<file path="src/rtl/dmem_arb_pkg.sv">
// Shared types and defaults for the data memory arbiter.
// Holds FSM encoding, port indices and the legal address window.
package dmem_arb_pkg;

   typedef enum logic [1:0] {
      IDLE,
      ISSUE,
      WAIT,
      RESP
   } state_t;

   localparam logic PORT_A = 1'b0;
   localparam logic PORT_B = 1'b1;

   localparam logic [31:0] DMEM_BASE_D = 32'h0000_1000;
   localparam logic [31:0] DMEM_TOP_D  = 32'h0000_1FFF;
   localparam logic [31:0] LED_ADDR_D  = 32'h0000_2000;

   function automatic logic addr_ok(
      input logic [31:0] a,
      input logic [31:0] base,
      input logic [31:0] top,
      input logic [31:0] led
   );
      return ((a >= base) && (a <= top)) || (a == led);
   endfunction

endpackage

</file>
<file path="src/rtl/dmem_req_slot.sv">
// One-entry request buffer for a single requester.
// ready is high when empty or while the slot is being retired.
module dmem_req_slot
   import dmem_arb_pkg::*;
(
   input  logic        clk,
   input  logic        rst_n,
   input  logic        req,
   input  logic        clear,
   input  logic [31:0] addr_in,
   input  logic [31:0] wdata_in,
   input  logic        we_in,
   input  logic [3:0]  mask_in,
   output logic        ready,
   output logic        valid,
   output logic [31:0] addr,
   output logic [31:0] wdata,
   output logic        we,
   output logic [3:0]  mask
);

   logic load;

   assign ready = !valid || clear;
   assign load  = req && ready;

   // capture a new request; a load in the retire cycle wins over clear
   always_ff @(posedge clk or negedge rst_n) begin
      if (!rst_n) begin
         valid <= 1'b0;
         addr  <= '0;
         wdata <= '0;
         we    <= 1'b0;
         mask  <= '0;
      end else if (load) begin
         valid <= 1'b1;
         addr  <= addr_in;
         wdata <= wdata_in;
         we    <= we_in;
         mask  <= mask_in;
      end else if (clear) begin
         valid <= 1'b0;
      end
   end

endmodule

</file>
<file path="src/rtl/data_mem_arbiter.sv">
// Two-port arbiter in front of the data memory strobe/stall protocol.
// Build option: DATA_MEM_ARB_ROUND_ROBIN_EN selects round-robin grants.
module data_mem_arbiter
   import dmem_arb_pkg::*;
#(
   parameter logic [31:0] DMEM_BASE     = DMEM_BASE_D,
   parameter logic [31:0] DMEM_TOP      = DMEM_TOP_D,
   parameter logic [31:0] LED_ADDR      = LED_ADDR_D,
   parameter int          STALL_TIMEOUT = 4
) (
   input  logic        clk,
   input  logic        rst_n,
   input  logic        a_req,
   output logic        a_ready,
   input  logic [31:0] a_addr,
   input  logic [31:0] a_wdata,
   input  logic        a_we,
   input  logic [3:0]  a_sign_mask,
   output logic        a_ack,
   output logic        a_err,
   output logic [31:0] a_rdata,
   input  logic        b_req,
   output logic        b_ready,
   input  logic [31:0] b_addr,
   input  logic [31:0] b_wdata,
   input  logic        b_we,
   input  logic [3:0]  b_sign_mask,
   output logic        b_ack,
   output logic        b_err,
   output logic [31:0] b_rdata,
   output logic [31:0] mem_addr,
   output logic [31:0] mem_write_data,
   output logic        mem_memread,
   output logic        mem_memwrite,
   output logic [3:0]  mem_sign_mask,
   input  logic [31:0] mem_read_data,
   input  logic        mem_clk_stall,
   output logic        busy
);

   localparam logic [7:0] TO_LAST = 8'(STALL_TIMEOUT - 1);

   state_t      state, nxt;
   logic        av, bv, awe, bwe;
   logic [31:0] aa, awd, ba, bwd;
   logic [3:0]  am, bm;
   logic        a_clr, b_clr;
   logic        gnt, win;
   logic [31:0] w_addr, w_wdata;
   logic        w_we;
   logic [3:0]  w_mask;
   logic [31:0] buf_addr, buf_wdata;
   logic        buf_we, buf_port, buf_err;
   logic [3:0]  buf_mask;
   logic        stall_seen, done, tmo;
   logic [7:0]  cnt;
   logic [31:0] rdata_q;
   logic        err_q;

   assign a_clr = (state == RESP) && (buf_port == PORT_A);
   assign b_clr = (state == RESP) && (buf_port == PORT_B);

   dmem_req_slot u_slot_a (
      .clk(clk), .rst_n(rst_n), .req(a_req), .clear(a_clr),
      .addr_in(a_addr), .wdata_in(a_wdata), .we_in(a_we),
      .mask_in(a_sign_mask), .ready(a_ready), .valid(av),
      .addr(aa), .wdata(awd), .we(awe), .mask(am)
   );

   dmem_req_slot u_slot_b (
      .clk(clk), .rst_n(rst_n), .req(b_req), .clear(b_clr),
      .addr_in(b_addr), .wdata_in(b_wdata), .we_in(b_we),
      .mask_in(b_sign_mask), .ready(b_ready), .valid(bv),
      .addr(ba), .wdata(bwd), .we(bwe), .mask(bm)
   );

`ifdef DATA_MEM_ARB_ROUND_ROBIN_EN
   logic rr_next;

   // next port to favour on contention; flips to the other port per grant
   always_ff @(posedge clk or negedge rst_n) begin
      if (!rst_n)   rr_next <= PORT_A;
      else if (gnt) rr_next <= (win == PORT_A) ? PORT_B : PORT_A;
   end
`endif

   // pick a winner in IDLE once the memory is quiet
   always_comb begin
      gnt = 1'b0;
      win = PORT_A;
      if ((state == IDLE) && !mem_clk_stall) begin
         gnt = av || bv;
`ifdef DATA_MEM_ARB_ROUND_ROBIN_EN
         if (av && bv) win = rr_next;
         else          win = av ? PORT_A : PORT_B;
`else
         win = av ? PORT_A : PORT_B;
`endif
      end
   end

   assign w_addr  = (win == PORT_A) ? aa  : ba;
   assign w_wdata = (win == PORT_A) ? awd : bwd;
   assign w_we    = (win == PORT_A) ? awe : bwe;
   assign w_mask  = (win == PORT_A) ? am  : bm;

   assign done = (state == WAIT) && stall_seen && !mem_clk_stall;
   assign tmo  = (state == WAIT) && !stall_seen
              && !mem_clk_stall && (cnt == TO_LAST);

   // state register
   always_ff @(posedge clk or negedge rst_n) begin
      if (!rst_n) state <= IDLE;
      else        state <= nxt;
   end

   // next state and memory strobes; rejected accesses pass ISSUE unstrobed
   always_comb begin
      nxt          = state;
      mem_memread  = 1'b0;
      mem_memwrite = 1'b0;
      case (state)
         IDLE:  if (gnt) nxt = ISSUE;
         ISSUE: begin
            mem_memread  = !buf_err && !buf_we;
            mem_memwrite = !buf_err && buf_we;
            nxt = buf_err ? RESP : WAIT;
         end
         WAIT:  if (done || tmo) nxt = RESP;
         RESP:  nxt = IDLE;
         default: nxt = IDLE;
      endcase
   end

   // issue buffer, stall tracking and response capture
   always_ff @(posedge clk or negedge rst_n) begin
      if (!rst_n) begin
         buf_addr   <= '0;
         buf_wdata  <= '0;
         buf_we     <= 1'b0;
         buf_mask   <= '0;
         buf_port   <= PORT_A;
         buf_err    <= 1'b0;
         cnt        <= '0;
         stall_seen <= 1'b0;
         rdata_q    <= '0;
         err_q      <= 1'b0;
      end else begin
         if (gnt) begin
            buf_addr   <= w_addr;
            buf_wdata  <= w_wdata;
            buf_we     <= w_we;
            buf_mask   <= w_mask;
            buf_port   <= win;
            buf_err    <= !addr_ok(w_addr, DMEM_BASE, DMEM_TOP, LED_ADDR);
            err_q      <= !addr_ok(w_addr, DMEM_BASE, DMEM_TOP, LED_ADDR);
            rdata_q    <= '0;
            cnt        <= '0;
            stall_seen <= 1'b0;
         end
         if ((state == ISSUE) || (state == WAIT)) begin
            cnt <= cnt + 8'd1;
            if (mem_clk_stall) stall_seen <= 1'b1;
         end
         if (done) rdata_q <= buf_we ? '0 : mem_read_data;
         if (tmo)  err_q   <= 1'b1;
      end
   end

   assign mem_addr       = buf_addr;
   assign mem_write_data = buf_wdata;
   assign mem_sign_mask  = buf_mask;

   assign a_ack   = a_clr;
   assign a_err   = a_clr && err_q;
   assign a_rdata = a_clr ? rdata_q : '0;
   assign b_ack   = b_clr;
   assign b_err   = b_clr && err_q;
   assign b_rdata = b_clr ? rdata_q : '0;
   assign busy    = (state != IDLE);

endmodule

</file>
<file path="config.mk">
export PLATFORM = sky130hd
export DESIGN_NAME = data_mem_arbiter
export DESIGN_NICKNAME = d
export VERILOG_FILES = /design/src/rtl/dmem_arb_pkg.sv /design/src/rtl/dmem_req_slot.sv /design/src/rtl/data_mem_arbiter.sv
export SDC_FILE = /design/constraint.sdc
export NUM_CORES = 1
export LEC_CHECK = 0
export CORE_MARGIN = 2
export CORE_UTILIZATION = 51
export CTS_CLUSTER_SIZE = 16
export DETAILED_ROUTE_END_ITERATION = 8
export PLACE_DENSITY = 0.85
export SLEW_MARGIN = 40
export SYNTH_ARGS = -nofsm -noshare
export SYNTH_HDL_FRONTEND = slang
export SYNTH_SLANG_ARGS = --single-unit
export TNS_END_PERCENT = 100
</file>
<file path="constraint.sdc">
create_clock -name clk -period 6.13 [get_ports clk]
set_input_delay 1.226 -clock clk [delete_from_list [all_inputs] [get_ports clk]]
set_output_delay 1.226 -clock clk [all_outputs]
set_load 0.02 [all_outputs]
</file>
# After elaboration in Yosys (flattened, before gate mapping)

Cells that the tools add are included.

Output and inout bits: 141
Bits of input ports: 175
Register bits after elaboration: 255
Word-level logic and storage cells: 97

Reductions and logical operators: 36
Bitwise operators: 1
Equal/unequal tests: 7
Multiplexer cells: 29
Add/subtract/negate cells: 1
Order comparisons: 2

Operators by type and width:

| operator             | number |
|---|---|
| $mux 32              | 7 |
| $eq 32x14->1 const B | 1 |
| $ge 32x13->1 const B | 1 |
| $le 32x13->1 const B | 1 |
| $mux 1               | 16 |
| $mux 8               | 2 |
| $logic_and 1x1->1    | 15 |
| $reduce_bool 2->1    | 6 |
| $add 8x1->8 const B  | 1 |
| $eq 8x2->1 const B   | 1 |
| $pmux 2 s4           | 1 |
| $logic_not 1->1      | 7 |
| $logic_or 1x1->1     | 6 |
| $eq 2x2->1 const B   | 2 |
| $mux 2               | 2 |
| $mux 4               | 1 |
| $eq 2x1->1 const B   | 1 |
| $logic_not 2->1      | 1 |
| $ne 2x1->1 const B   | 1 |
| $ne 2x2->1 const B   | 1 |
| $reduce_and 2->1     | 1 |
| $not 1->1            | 1 |

# Longest topological paths before layout

Gate-level depths: netlist of run 1.

Depth in word-level cells: 10
Depth in mapped cells: 9
Mapped depth without buffers: 7

# Cells and area by module

From an unflattened synthesis of run 1, not the netlist that was laid out.

Cell total of the unflattened synthesis: 936
Area, all modules: 10881.7 µm²

Modules (own cells, without submodules):

| module           | instances | area an instance (µm²) | cells each |
|---|---|---|---|
| data_mem_arbiter | 1         | 5591.6                 | 638 |
| dmem_req_slot    | 2         | 2645.0                 | 149 |

# Least setup slack after synthesis of run 1

OpenSTA, ideal clock, no wires.

Kind: input-to-reg
From: in mem_clk_stall
To: reg err_q
Arrival: 2.673 ns
Path slack: 3.326 ns
Library setup time: 0.131 ns
Buffers on the path: 1
Cell stages on the path: 6
Cells stage by stage: or3b_1 > buf_2 > or4_1 > o22ai_2 > a31oi_1 > or3_1

Word-level cells in the longest chain between the ends: 10

Ends and longest elaborated chain:

| what                                         | line                                            | RTL |
|---|---|---|
| from (decl)                                  | data_mem_arbiter.sv:37                          | `input logic mem_clk_stall,` |
| $logic_not 1->1 *                            | data_mem_arbiter.sv:91, data_mem_arbiter.sv:109 |  |
| $logic_and 1x1->1                            | data_mem_arbiter.sv:91                          | `if ((state == IDLE) && !mem_clk_stall) begin` |
| $mux 1                                       | data_mem_arbiter.sv:91                          |  |
| $mux 32                                      | data_mem_arbiter.sv:102                         | `assign w_addr = (win == PORT_A) ? aa : ba;` |
| $ge 32x13->1 or $le 32x13->1 (tied branches) | dmem_arb_pkg.sv:25                              | `return ((a >= base) && (a <= top)) \|\| (a == led);` |
| $logic_and 1x1->1                            | dmem_arb_pkg.sv:25                              |  |
| $logic_or 1x1->1                             | dmem_arb_pkg.sv:25                              |  |
| $logic_not 1->1                              | data_mem_arbiter.sv:156                         | `err_q <= !addr_ok(w_addr, DMEM_BASE, DMEM_TOP, LED_ADDR);` |
| $mux 1                                       | data_mem_arbiter.sv:149                         | `if (gnt) begin` |
| $mux 1                                       | data_mem_arbiter.sv:166                         | `if (tmo) err_q <= 1'b1;` |
| to (signal assigned)                         | data_mem_arbiter.sv:156                         |  |
| to (decl)                                    | data_mem_arbiter.sv:58                          | `logic err_q;` |

Every way passes the cells marked *; elsewhere a longest branch is shown, timed or not. The select of a mux whose other input is x is not followed.
A chain may end at the register's enable or synchronous reset.

# Final worst setup path of run 1

From: reg state[1]
To: out a_ready

Word-level cells in the longest chain between the ends: 3

Ends and longest elaborated chain:

| what                   | line                    | RTL |
|---|---|---|
| from (decl)            | data_mem_arbiter.sv:43  | `state_t state, nxt;` |
| from (signal assigned) | data_mem_arbiter.sv:114 | `else state <= nxt;` |
| $eq 2x2->1             | data_mem_arbiter.sv:60  | `assign a_clr = (state == RESP) && (buf_port == PORT_A);` |
| $logic_and 1x1->1      | data_mem_arbiter.sv:60  |  |
| $logic_or 1x1->1       | dmem_req_slot.sv:24     | `assign ready = !valid \|\| clear;` |
| to (decl)              | data_mem_arbiter.sv:14  | `output logic a_ready,` |

Every way passes these cells.

==> results.yml, run 1 <==
global_routing:
  grt_busiest_layer: "met2"
  grt-ovfl-total: 0
  grt_use_total_pct: 26.2
  grt_use_met3_pct: 6.79
  use_met2_pct: 44.1
  grt_max_degree: 145
  grt_pass1_vias: 8548
  grt_antenna_before_repair: 1
  grt_pass1_wl_um: 46100
  grt_util_met1_pct: 32.9
sta:
  worst_pin_slew_ns: 0.703
  fmax_mhz: 230
  period_minus_slack_ns: 4.35
  rsz0062_at_grt: "false"
  setup_viol: 0
  fin_tns_setup_ns: 0
  hold_violations: 0
  fin_crit_sh_pct: 70.9
  fin_skew_ns: 0.0218
  maxSlewHeadroom_pct: 52.8
  maxSlewViolCount: 0
pwr:
  leakage_nw: 6.52
  total_power_mw: 7.43
  ir_drop_v: 0.000267
  power_density_mw_per_mm2: 491
min_path:
  hp-class: "register to register"
  min_from: "u_slot_a.wdata[25]"
clock_network:
  cts_hold_buf: 0
  clock_sinks: 255
  clkTransAtPathRegs_ns: 0.06
  root_buffer: "clkbuf_16"
  insertion_delay_ns: 0.53
  tritoncts: "yes"
  clk_path_buf_depth: 3
  cts_htree_levels: 1
  cts-buffers-inserted: 27
  cts_resized: 0
  cts_setup_buffers: 0
synth:
  synth-simple-area-share_pct: 14.4
  async_reset_ff_share_pct: 100
  syn-num-nets: 1117
  synthAdderAreaFrac_pct: 0.697
  synth_compound_area_share_pct: 8.29
  synth.distinct_cells: 41
  synth_edf_count: 0
  avgSynthCellArea_um2: 11.5
  seq_area_frac_synth_pct: 59.3
  synth_xor_area_share_pct: 0.0814
  synth-seq-cells: 255
  synth_cells: 936
  syn_area_mm2: 0.0108
  synthMuxAreaShare_pct: 14.7
  yosysWarnings: 0
  synth_ff_type: "dfrtp_1"
  synth_top_family_by_area: "multiplexers"
setup_path:
  crit_family: "buffers and inverters"
  worstSetupEndpointType: "output pin"
  worstSetupStartpointType: "register"
  path_buf_inv: 2
  crit_chain: "ha_1, buf_6, nor2b_4, nand2b_1, clkdlybuf4s50_1"
  startpoint: "state[1]"
  cpPeakStageDelay_ns: 0.63
  crit_fanout: 35
  crit_type: "register to output pin"
  worstPathArrival_ns: 3.12
  cp.required_ns: 4.90
  reg2reg_setup_slack_ns: 2.84
  worstReg2RegStart: "state[1]"
  crit_path_top_delay_cell: "clkdlybuf4s50_1"
floorplan:
  dieArea_mm2: 0.0223
  initial_core_util_pct: 51.5
  fp.dieW_um: 149
  die_y_um: 149
  coreArea_mm2: 0.0209
  pin_count: 316
  row_count: 53
run_status:
  status: "complete, no violations"
placed_design:
  portBuffers: 315
  hpwl_um: 19900
  gp_congestion: 0.803
drt:
  drt_first_pass_iters: 5
  via_count: 8461
  vias_per_cell: 5.55
  wl_per_cell_um: 19.3
  first_iter_violations: 468
  drcViolationCount: 0
  routed_wl_um: 29300
  antenna_left: 0
finish:
  nNetsFinal: 1410
  drive_gt1_share_pct: 5.29
  syn_to_final_growth_pct: 40.5
run:
  cap_violations: 0
cell type report:
class | instances | area, um^2
diodes | 1 | 2.50
clock inverters | 7 | 43.8
clock buffers | 41 | 808
multi-input cells | 613 | 4160
inverters | 5 | 18.8
flip-flops and latches | 255 | 6380
fillers | 1429 | 5770
repair buffers | 327 | 3370
well taps | 275 | 344
state kept, by name (all words and copies together), names as in the netlist, 2 cells and up:
| signal | cells |
|---|---|
| rdata_q | 32 |
| u_slot_b.wdata | 32 |
| cnt | 8 |
| u_slot_a.addr | 32 |
| u_slot_a.wdata | 32 |
| mem_addr | 32 |
| u_slot_b.mask | 4 |
| state | 2 |
| u_slot_b.addr | 32 |
| mem_write_data | 32 |
| mem_sign_mask | 4 |
| u_slot_a.mask | 4 |
final timing paths:
check | to | cells past startpoint
hold / removal | u_slot_a.wdata[25] | 1
setup / recovery | a_ready | 5
min in group asynchronous | mem_addr[27] | 1
setup reg to reg | u_slot_a.addr[21] | 7
hold reg to reg | u_slot_a.wdata[25] | 1
max in group asynchronous | u_slot_b.mask[3] | 3
through the flow:
step | std cells | utilization, % | setup slack, ns | hold WS (ns) | area [um^2]
2_1_floorplan | 936 | - | 3.33 | 0.458 | 10800
3_3_place_gp | 1468 | 67.5 | 1.98 | 0.467 | 14100
3_5_place_dp | 1473 | 68.0 | 2.29 | 0.475 | 14200
4_1_cts | 1521 | 72.1 | 1.77 | 0.488 | 15100
5_1_grt | 1523 | 72.4 | 1.56 | 0.494 | 15100
6_report | 1524 | 72.4 | 1.78 | 0.483 | 15100
worst register-to-register path: cells and delay by family (launching register included):
kind,cells,cell delay (ns)
adder cells (fa/ha/maj),1,0.54
buffers and inverters,2,0.54
flip-flops,1,0.42
multiplexers,1,0.41
AND/OR/NAND/NOR,3,1.28
logic make-up (layout without fill, tap and decap cells):
logic type	Yosys count	in the layout
AOI/OAI and AO/OA	128	128
buffers and inverters	68	380
other	0	1
DFF	255	255
adders and majority gates	6	6
and+or+nand+nor	337	337
xor gates and xnor gates	1	1
muxes	141	141
power breakdown:
part | total, mW | leakage (nW) | switching, mW | internal (mW)
Sequential | 3.12 | 3.04 | 0.593 | 2.53
Combinational | 2.76 | 3.07 | 1.40 | 1.36
Clock | 1.55 | 0.418 | 0.648 | 0.904
Total | 7.43 | 6.52 | 2.64 | 4.79
layer usage:
layer / vias to the layer above / wire length (um)
met3: 75 / 2270
li1: 3854 / -
met4: 0 / 1150
met1: 4216 / 11500
met2: 316 / 14400
met5: - / 0
placed cells by master (no fill, tap or decap), drive strengths merged, types with 3 or more instances in the layout:
| master | count |
|---|---|
| nand4 | 5 |
| a21oi | 6 |
| nor4 | 9 |
| nand3 | 3 |
| clkbuf | 41 |
| o21ai | 7 |
| and2 | 35 |
| mux2 | 140 |
| nor3 | 4 |
| dfrtp | 255 |
| nand2b | 5 |
| and3 | 36 |
| nor2b | 5 |
| a31oi | 71 |
| clkinv | 4 |
| ha | 6 |
| nor2 | 79 |
| a22o | 34 |
| buf | 13 |
| nand2 | 147 |
| clkdlybuf4s50 | 314 |
| o211ai | 3 |
| inv | 6 |
cells in the mapped netlist (6+ instances only):
cell type / n / area share (%)
a21oi_1: 6 / 0.28
a22o_1: 34 / 2.8
a31oi_1: 71 / 4.1
and2_1: 35 / 2.0
and3_1: 36 / 2.1
buf_1: 6 / 0.21
buf_2: 10 / 0.46
clkbuf_1: 45 / 1.6
dfrtp_1: 255 / 59
ha_1: 6 / 0.70
mux2_1: 139 / 15
nand2_1: 147 / 5.1
nor2_1: 79 / 2.8
nor4_1: 9 / 0.52
o21ai_0: 6 / 0.28
Power figures use the tool's default switching activity.
==> run 2: changes to the inputs <==
--- a/config.mk
+++ b/config.mk
@@ -6,10 +6,10 @@
 export NUM_CORES = 1
 export LEC_CHECK = 0
 export CORE_MARGIN = 2
-export CORE_UTILIZATION = 51
+export CORE_UTILIZATION = 48
 export CTS_CLUSTER_SIZE = 16
 export DETAILED_ROUTE_END_ITERATION = 8
-export PLACE_DENSITY = 0.85
+export PLACE_DENSITY = 0.81
 export SLEW_MARGIN = 40
 export SYNTH_ARGS = -nofsm -noshare
 export SYNTH_HDL_FRONTEND = slang
==> constraint.sdc (replaced) <==
create_clock -name clk -period 4.3 [get_ports clk]
set_input_delay 0.86 -clock clk [delete_from_list [all_inputs] [get_ports clk]]
set_output_delay 0.86 -clock clk [all_outputs]
set_load 0.02 [all_outputs]
==> run 2 against run 1 <==
Net effect: clock power grew 54%; core utilization shrank 3.1 points; hold slack lost 0.23 ns; non-clock buffer count grew 3; highest routed layer unchanged.
==> results.yml, run 2 (synthesis results as in run 1) <==
run_status:
  status: "complete, no violations"
drt:
  antenna_left: 0
  routed_wl_um: 28800
  via_count: 8328
  vias_per_cell: 5.43
  drcViolationCount: 0
  wl_per_cell_um: 18.8
  drt_first_pass_iters: 7
  first_iter_violations: 510
global_routing:
  grt_pass1_wl_um: 45900
  grt_antenna_before_repair: 1
  grt_max_degree: 87
  grt_pass1_vias: 8525
  grt_use_total_pct: 24.1
  grt-ovfl-total: 0
floorplan:
  row_count: 54
  dieArea_mm2: 0.0236
  initial_core_util_pct: 49.2
  die_y_um: 154
  coreArea_mm2: 0.0219
  pin_count: 316
  fp.dieW_um: 154
clock_network:
  insertion_delay_ns: 0.54
  clk_path_buf_depth: 3
  cts-buffers-inserted: 27
  clock_sinks: 255
  cts_hold_buf: 0
  clkTransAtPathRegs_ns: 0.06
  tritoncts: "yes"
  cts_setup_buffers: 0
  root_buffer: "clkbuf_16"
  cts_resized: 0
  cts_htree_levels: 1
sta:
  fin_crit_sh_pct: 82.0
  period_minus_slack_ns: 3.52
  hold_violations: 0
  fin_tns_setup_ns: 0
  setup_viol: 0
  maxSlewViolCount: 0
  maxSlewHeadroom_pct: 53.5
  worst_pin_slew_ns: 0.697
  rsz0062_at_grt: "false"
  fin_skew_ns: 0.0226
  fmax_mhz: 284
placed_design:
  hpwl_um: 19900
  portBuffers: 315
  gp_congestion: 0.819
  dpl_cell_area_mm2: 0.0142
finish:
  multi_input_comb_area_mm2: 0.00415
  drive_gt1_share_pct: 5.75
  final_cell_mix: "314 x clkdlybuf4s50_1, 254 x dfrtp_1, 146 x nand2_1, 139 x mux2_1, 78 x nor2_1"
  nNetsFinal: 1413
  final_common_cell: "clkdlybuf4s50_1"
  n_fill_cell: 1621
  final_core_util_pct: 69.3
  syn_to_final_growth_pct: 40.9
  seqCellArea_mm2: 0.00638
  fin_area_mm2: 0.0152
min_path:
  hp-class: "input port to async pin"
setup_path:
  worstSetupStartpointType: "register"
  crit_fanout: 35
  cp.required_ns: 3.44
  crit_type: "register to output pin"
  worstPathArrival_ns: 2.66
  worstSetupEndpointType: "output pin"
pwr:
  power_density_mw_per_mm2: 705
  leakage_nw: 6.56
  ir_drop_v: 0.000481
run:
  cap_violations: 0
==> run 2: changes by cell type in the layout (fill, tap and decap cells not counted) <==
| cell | previous run | this run |
|---|---|---|
| clkinvlp_4 | 2 | 0 |
| nor2b_2 | 0 | 1 |
| nor2b_4 | 1 | 0 |
| buf_12 | 4 | 3 |
| clkbuf_1 | 6 | 4 |
| buf_4 | 3 | 11 |
| clkbuf_8 | 8 | 11 |
| bufinv_16 | 0 | 2 |
| buf_16 | 3 | 1 |
| buf_6 | 2 | 0 |
==> run 2: worst max-delay path: stages (launching register included) <==
cell and delay (ns):
dfrtp_1 0.41, ha_1 0.17, buf_4 0.28, nor2b_2 0.21, buf_4 0.28, and2_1 0.17
clkdlybuf4s50_1 0.61
==> run 2: where the power goes <==
group | internal [mW] | total, mW | switching, mW
combinational | 1.91 | 3.87 | 1.96
sequential | 3.60 | 4.43 | 0.827
clock | 1.46 | 2.39 | 0.933
==> run 2: cell type report <==
type                            instances  share of cell area [%]
Tap cell                              280                    2.31
Timing Repair Buffer                  330                    21.9
Clock buffer                           42                    5.55
Inverter                                5                   0.124
Sequential cell                       255                    42.1
Clock inverter                          7                   0.586
Antenna cell                            1                  0.0165
Multi-Input combinational cell        613                    27.4
==> run 2: routing by layer <==
layer  GRT usage (%)  wire (um)  vias to the layer above
met5               0          0                        -
li1                -          -                     3867
met4            7.38        920                        0
met1            30.7      11600                     4109
met3            5.89       1980                       60
met2            40.8      14300                      292
==> run 2: worst paths after layout <==
| kind | cells after the start | from | endpoint | slack [ns] |
|---|---|---|---|---|
| worst max-delay path | 6 | state[1] | a_rdata[12] | 0.78 |
| worst min-delay path | 1 | rst_n | u_slot_a.addr[15] | 0.26 |
| worst max register to register | 7 | state[1] | u_slot_a.addr[30] | 1.72 |
| worst min register to register | 1 | u_slot_a.wdata[15] | u_slot_a.wdata[15] | 0.48 |
| max in group asynchronous | 3 | rst_n | mem_addr[6] | 3.01 |
| min in group clk | 1 | u_slot_a.wdata[15] | u_slot_a.wdata[15] | 0.48 |
==> run 2: per-stage QoR <==
| step | power [mW] | hold WS, ns | instances | setup WS, ns |
|---|---|---|---|---|
| floorplan | 6.58 | 0.458 | 936 | 1.86 |
| global route | 11.3 | 0.275 | 1533 | 0.623 |
| detailed placement | 8.35 | 0.475 | 1483 | 1.10 |
| finish | 10.7 | 0.257 | 1533 | 0.775 |
| CTS | 10.8 | 0.255 | 1532 | 0.727 |
| global placement | 8.15 | 0.467 | 1481 | 1.10 |
